$ cat src/rtl/acc_pipe.sv
`timescale 1ns/1ps
`default_nettype none
// ============================================================================
//  Module   : acc_pipe
//  Purpose  : Carry-segmented pipelined adder computing
//             data_in1 + data_in2 + data_cin over SEGS stages, one
//             WIDTH/SEGS-bit slice per stage. Valid/ready handshake with a
//             single global stall, plus an optional signed-saturation mode.
//  Ports    : clk, reset (sync, active-high), enable (global advance)
//             in_valid/in_ready, data_in1, data_in2, data_cin, sat_en : input beat
//             out_valid/out_ready, data_out (WIDTH+1, MSB = carry-out), ovf
//  Revision : 1.0  initial release
// ============================================================================
module acc_pipe #(
    parameter int WIDTH = 128,
    parameter int SEGS  = 4
) (
    input  logic             clk,
    input  logic             reset,
    input  logic             enable,
    input  logic             in_valid,
    output logic             in_ready,
    input  logic [WIDTH-1:0] data_in1,
    input  logic [WIDTH-1:0] data_in2,
    input  logic             data_cin,
    input  logic             sat_en,
    output logic             out_valid,
    input  logic             out_ready,
    output logic [WIDTH:0]   data_out,
    output logic             ovf
);

    localparam int SW = WIDTH / SEGS;

    logic             w_adv;
    logic             w_acc;
    logic [WIDTH-1:0] w_fsum;
    logic             w_fc;
    logic             w_fv;
    logic             w_fs;
    logic             w_fsa;
    logic             w_fsb;
    logic             w_ovf;

    // One stall signal for the whole pipe: it moves only when the output
    // slot is free or being drained this cycle.
    assign w_adv     = enable & (~w_fv | out_ready);
    assign w_acc     = in_valid & w_adv;
    assign in_ready  = w_adv;
    assign out_valid = w_fv;

    for (genvar k = 0; k < SEGS; k++) begin : g_stage
        localparam int LO = k * SW;       // first bit of this stage's slice
        localparam int RW = WIDTH - LO;   // operand bits not yet consumed

        logic [RW-1:0]    w_ra;
        logic [RW-1:0]    w_rb;
        logic             w_ci;
        logic             w_vi;
        logic             w_si;
        logic             w_sai;
        logic             w_sbi;
        logic             w_ld;
        logic [SW:0]      w_add;
        logic [LO+SW-1:0] w_sum_nx;

        logic             r_v;
        logic             r_s;
        logic             r_c;
        logic             r_sa;
        logic             r_sb;
        logic [LO+SW-1:0] r_sum;

        if (k == 0) begin : g_first
            // Stage 0 captures operands only on accept; a bubble leaves the
            // data registers untouched and just clears valid.
            assign w_ra     = data_in1;
            assign w_rb     = data_in2;
            assign w_ci     = data_cin;
            assign w_vi     = w_acc;
            assign w_si     = sat_en;
            assign w_sai    = data_in1[WIDTH-1];
            assign w_sbi    = data_in2[WIDTH-1];
            assign w_ld     = w_acc;
            assign w_sum_nx = w_add[SW-1:0];
        end else begin : g_next
            assign w_ra     = g_stage[k-1].g_rem.r_ra;
            assign w_rb     = g_stage[k-1].g_rem.r_rb;
            assign w_ci     = g_stage[k-1].r_c;
            assign w_vi     = g_stage[k-1].r_v;
            assign w_si     = g_stage[k-1].r_s;
            assign w_sai    = g_stage[k-1].r_sa;
            assign w_sbi    = g_stage[k-1].r_sb;
            assign w_ld     = w_adv;
            assign w_sum_nx = {w_add[SW-1:0], g_stage[k-1].r_sum};
        end

        assign w_add = {1'b0, w_ra[SW-1:0]} + {1'b0, w_rb[SW-1:0]}
                     + {{SW{1'b0}}, w_ci};

        always_ff @(posedge clk) begin
            if (reset) begin
                r_v   <= 1'b0;
                r_s   <= 1'b0;
                r_c   <= 1'b0;
                r_sa  <= 1'b0;
                r_sb  <= 1'b0;
                r_sum <= '0;
            end else if (w_adv) begin
                r_v <= w_vi;
                if (w_ld) begin
                    r_s   <= w_si;
                    r_c   <= w_add[SW];
                    r_sa  <= w_sai;
                    r_sb  <= w_sbi;
                    r_sum <= w_sum_nx;
                end
            end
        end

        // Upper operand slices still waiting for their stage.
        if (k < SEGS - 1) begin : g_rem
            logic [RW-SW-1:0] r_ra;
            logic [RW-SW-1:0] r_rb;

            always_ff @(posedge clk) begin
                if (reset) begin
                    r_ra <= '0;
                    r_rb <= '0;
                end else if (w_adv && w_ld) begin
                    r_ra <= w_ra[RW-1:SW];
                    r_rb <= w_rb[RW-1:SW];
                end
            end
        end

        if (k == SEGS - 1) begin : g_last
            assign w_fsum = r_sum;
            assign w_fc   = r_c;
            assign w_fv   = r_v;
            assign w_fs   = r_s;
            assign w_fsa  = r_sa;
            assign w_fsb  = r_sb;
        end
    end

    // Result formatting is combinational off the last stage registers, so
    // it holds exactly as long as those registers do and clears with reset.
    assign w_ovf = (w_fsa == w_fsb) & (w_fsum[WIDTH-1] != w_fsa);

    always_comb begin
        data_out = {w_fc, w_fsum};
        ovf      = w_ovf;
        if (w_fs) begin
            if (!w_ovf) begin
                data_out = {1'b0, w_fsum};
            end else if (!w_fsa) begin
                data_out = {2'b00, {(WIDTH-1){1'b1}}};
            end else begin
                data_out = {2'b01, {(WIDTH-1){1'b0}}};
            end
        end
    end

endmodule
`default_nettype wire
$ cat config.mk
export PLATFORM = sky130hd
export DESIGN_NAME = acc_pipe
export DESIGN_NICKNAME = d
export VERILOG_FILES = /design/src/rtl/acc_pipe.sv
export SDC_FILE = /design/constraint.sdc
export NUM_CORES = 2
export LEC_CHECK = 0
export BUFFER_PORTS_ARGS = -buffer_cell sky130_fd_sc_hd__buf_4
export CAP_MARGIN = 20
export CORE_UTILIZATION = 58
export CTS_CLUSTER_DIAMETER = 60
export DETAILED_ROUTE_END_ITERATION = 10
export PLACE_DENSITY = 0.79
export SYNTH_ARGS = -nofsm -noshare
export SYNTH_HDL_FRONTEND = slang
export SYNTH_SLANG_ARGS = --single-unit
$ cat constraint.sdc
create_clock -name clk -period 4.1 [get_ports clk]
set_input_delay 0.205 -clock clk [delete_from_list [all_inputs] [get_ports clk]]
set_output_delay 0.205 -clock clk [all_outputs]
set_load 0.02 [all_outputs]
# Word-level counts from Yosys, hierarchy flattened
# Cells that the tools add are included.
# W data, S select, Z words.
# classes
bitwise,5
addsub,8
n_eq_ne,2
mux,3
n_reduce_logical,2
# op_table
operator,n
$mux W128,2
$add A32 B32 Y33,4
$add A33 B1 Y33,4
$mux W129,1
$and A1 B1 Y1,3
$reduce_and A2 Y1,1
$eq A1 B1 Y1,1
$logic_and A1 B1 Y1,1
$ne A1 B1 Y1,1
$not A1 Y1,1
$or A1 B1 Y1,1
# totals
elab_cells,50
inputBits,263
out_inout_bits,132
ff_bits,724

# Depth between registers and ports, before layout
# logic_depth
depth_word,5
depth_mapped,11
mapped_depth_nobuf,11

# Least setup slack after synthesis
# Ideal clock, no wire load.
# synth_timing
path_type,register to register
start,register g_stage[0].r_c
end,register g_stage[1].r_c
synth_period_minus_slack_ns,3.251
t_arrival_ns,3.118
path_buffers,0
stages_incl_launch_ff,12
required_ns,3.966
setup_ns,0.134
slack_ns,0.849
path_cell_list,dfxtp_1 fa_1 fa_1 a21o_1 a211o_1 a211o_1 and3_1 o21ai_1 a21oi_1 o21a_1 a2111oi_0 nor4_1
# synth_between
elab_chain_cells,1
# synth_rtl
element,line_no,rtl
"start, declared",69,logic r_c;
"start signal, assigned",113,r_c <= w_add[SW];
$add A33 B1 Y33,99,"+ {{SW{1'b0}}, w_ci};"
"end signal, assigned",113,
"end, declared",69,
# No other way between the ends.
# A chain may end at the register's enable or synchronous reset.

# Final worst setup path
# Ends and elaborated chain as after synthesis.

==> flow_summary.ini <==
[status]
outcome = complete, no violations

[layout]
seq_area_sq_um = 14370
finalNetCount = 5038
multi_input_area_sq_um = 16140
synthToLayoutAreaGrowth_pct = 24.52
drive_gt1_share_pct = 11.91
fillers = 4172
instances_no_fill = 5402

[timing]
hold_violations = 0
setup_slack_ps = 447.6
holdWs_ps = 57.91
max-slew-margin-rel_pct = 24.75
min_period_ps = 3652
rsz0062_at_grt = false
fin_tns_setup_ps = 0
slew_viol_final = 0
worstMarginPinSlew_ps = 1128
skew_ps = 17.77
max_freq_ghz = 0.2738
setup_violations = 0
finalCritPeriodShare_pct = 89.08

[placement]
io_buffer_count = 394
dp_cells = 5059
gp_congestion = 0.9184
place_ws_ps = 479.3
dp_hpwl_um = 52530

[detailed_routing]
vias_per_cell = 5.544
routed_wl_um = 86440
ant_nets = 0
wire_per_inst_um = 16.00
drt_iter0_drc = 2496
vias = 29947
drc = 0
firstDrtPassIters = 7

[critical_path]
cp.arrival_ps = 4120
rr_worst_depth = 11
startpoint_type = register
critPathKind = register to register
crit_fanout = 4
worst_r2r_endpoint = g_stage[1].r_c
end_kind = register
cp.required_ps = 4570
r2r_setup_slack_ps = 450
r2r_start = g_stage[0].r_c

[clock_tree]
ctsHtreeMaxLevel = 3
cts_tree = yes
clock-sinks = 718
clk_latency_ps = 610
clkTransAtPathRegs_ps = 60
numCtsBuffers = 75
clockBufferDepth = 3
clockRootBuffer = clkbuf_16
postCtsSetupRepairBufs = 0

[floorplan]
io_pins = 395
start_util_pct = 58.77
die_width_um = 235.5
die-area_sq_um = 55460
core_area_sq_um = 53810
rows = 85
die_h_um = 235.5

[yosys]
async_reset_ff_share_pct = 0
syn_area_sq_um = 31620
synth_nets = 4617
ys_seq_area_share_pct = 45.45
synth_seq_cells = 718
synthFlopType = dfxtp_1
synth_edf_count = 0
synth_warnings = 0
syn_avg_cell_area_sq_um = 7.490
synth_cell_types = 71
synthCells = 4222

[grt]
grt_max_degree = 239
grt_pass1_wl_um = 139700
overflow = 0
antenna_found_initial = 3
grt_pass1_vias = 27944
track_usage_pct = 30.32

[hold_path]
min_from = data_in2[31]
hold_path_class = input port to register
whs_endpoint = g_stage[0].r_c
whs_path_depth = 3

[pwr]
switching_power_uw = 3811
power_switching_share_pct = 23.99
clkPwrFrac_pct = 44.5
pwr-share-comb_pct = 9.6
power.density_nw_per_um2 = 403.4
irDropWorstVdd_mv = 0.3200
power_frac_seq_pct = 46.0
p_leak_uw = 0.01637
internal-power_uw = 12070

[flow_run]
drv_cap = 0
## registers in the layout (all words and copies together) (netlist names)
signal              cells
out_valid               1
g_stage.g_rem.r_rb    189
g_stage.r_s             4
g_stage.r_sa            4
g_stage.r_v             3
g_stage.r_c             4
g_stage.r_sb            4
g_stage.g_rem.r_ra    189
g_stage.r_sum         320
## power by group through the flow
stage                     Sequential (uW)  Combinational (uW)  Clock (uW)
after global routing                 7320                1660        7490
after CTS                            7300                1490        7160
after global placement               7440                1320           0
final                                7300                1520        7070
after detailed placement             7450                1330           0
after floorplan                      7420                 871           0
## area by class of cell
cell class              count  area share (%)
repair buffers            621           13.43
flip-flops and latches    718           36.50
inverters                  29          0.2955
clock buffers             104           5.538
multi-input cells        3198           40.98
clock inverters            32           1.017
well taps                 696           2.211
diodes                      4         0.02542
## placed cells by master (no fill, tap or decap), drive strengths merged, types with 29 or more instances in the layout
| master | instances |
|---|---|
| nand3 | 40 |
| nand2 | 1652 |
| dfxtp | 718 |
| dlygate4sd3 | 203 |
| a211oi | 29 |
| o21ai | 72 |
| ha | 124 |
| a21oi | 768 |
| xor2 | 30 |
| a21o | 72 |
| nor2 | 81 |
| inv | 31 |
| buf | 418 |
| clkbuf | 104 |
| xnor2 | 50 |
## repair_timing
action,4_1_cts,5_1_grt
gates resized for setup,0,0
hold endpoints to repair,220,0
endpoints found under the setup margin,0,0
hold buffers,203,0
## layer usage
metal  wire length (um)  global-route usage [%]
met1              37510                   39.71
met2              41050                   50.07
met3               4689                   3.963
met4               3189                   13.45
met5                  0                       0
## through the flow
| step | utilization (%) | power (uW) | area, sq um |
|---|---|---|---|
| after CTS | 73.16 | 15940 | 39370 |
| after global placement | 64.58 | 8760 | 34750 |
| final | 73.17 | 15890 | 39380 |
| after detailed placement | 64.58 | 8775 | 34750 |
| after floorplan | - | 8290 | 31620 |
| after global routing | 73.17 | 16470 | 39380 |
## Yosys cell counts, types with 4 or more instances
master     number  area share [%]
nand3_1        39            0.62
o2111ai_1       5            0.14
o31a_1          4            0.11
nor4b_1         4            0.11
nor2_1         81            0.96
xnor2_1        50             1.4
nand2_1      1652              20
ha_1          124             4.9
inv_1          26            0.31
nor4_1          4           0.079
nor3_1         23            0.36
o21a_1         16            0.38
xor2_1         30            0.83
a211oi_1       29            0.69
buf_1          22            0.26
clkbuf_1      255             3.0
or3_1          13            0.26
nor3b_1         5            0.12
and3_1         12            0.24
o21ai_0        27            0.43
a21oi_1       768              12
nor2b_1         8            0.16
dfxtp_1       718              45
a21boi_1        7            0.17
o31ai_1         9            0.21
and2_1          7            0.14
nand3b_1        5            0.12
o21bai_1       22            0.52
nand4_1        22            0.44
o21ai_1        45            0.71
nand2b_1        5           0.099
a21o_1         72             1.7
a211o_1        13            0.36
a221o_1         4            0.13
a31oi_1        15            0.30
fa_1            8            0.51
o211ai_1       12            0.28
## cell families after synthesis
family | after synthesis | share of synthesized area [%]
XOR/XNOR | 80 | 2.216
multiplexers | 3 | 0.09891
adder cells (fa/ha/maj) | 132 | 5.412
AO/OA/AOI/OAI | 1084 | 19.41
buffers and inverters | 306 | 3.632
AND/OR/NAND/NOR | 1899 | 23.78
flip-flops | 718 | 45.45
## worst max path at each step
stage / from / end / slack (ps) / cells after the start
finish: g_stage[0].r_c / g_stage[1].r_c / 450 / 11
global route: g_stage[0].r_c / g_stage[1].r_c / 330 / 11
CTS: g_stage[0].r_c / g_stage[1].r_c / 460 / 11
detailed placement: g_stage[0].r_c / g_stage[1].r_c / 480 / 11
global placement: g_stage[0].r_c / g_stage[1].r_c / 570 / 11
floorplan: g_stage[0].r_c / g_stage[1].r_c / 850 / 11
## critical path: stages (launching register included)
cell	delay, ps
dfxtp_1	330
fa_1	490
fa_1	430
a21o_1	210
a211o_1	310
a211o_1	350
and3_1	220
o21ai_1	250
a21oi_1	160
o21a_1	240
a2111oi_0	430
nor4_1	110
Note: power is estimated with default switching activity, not from simulation.
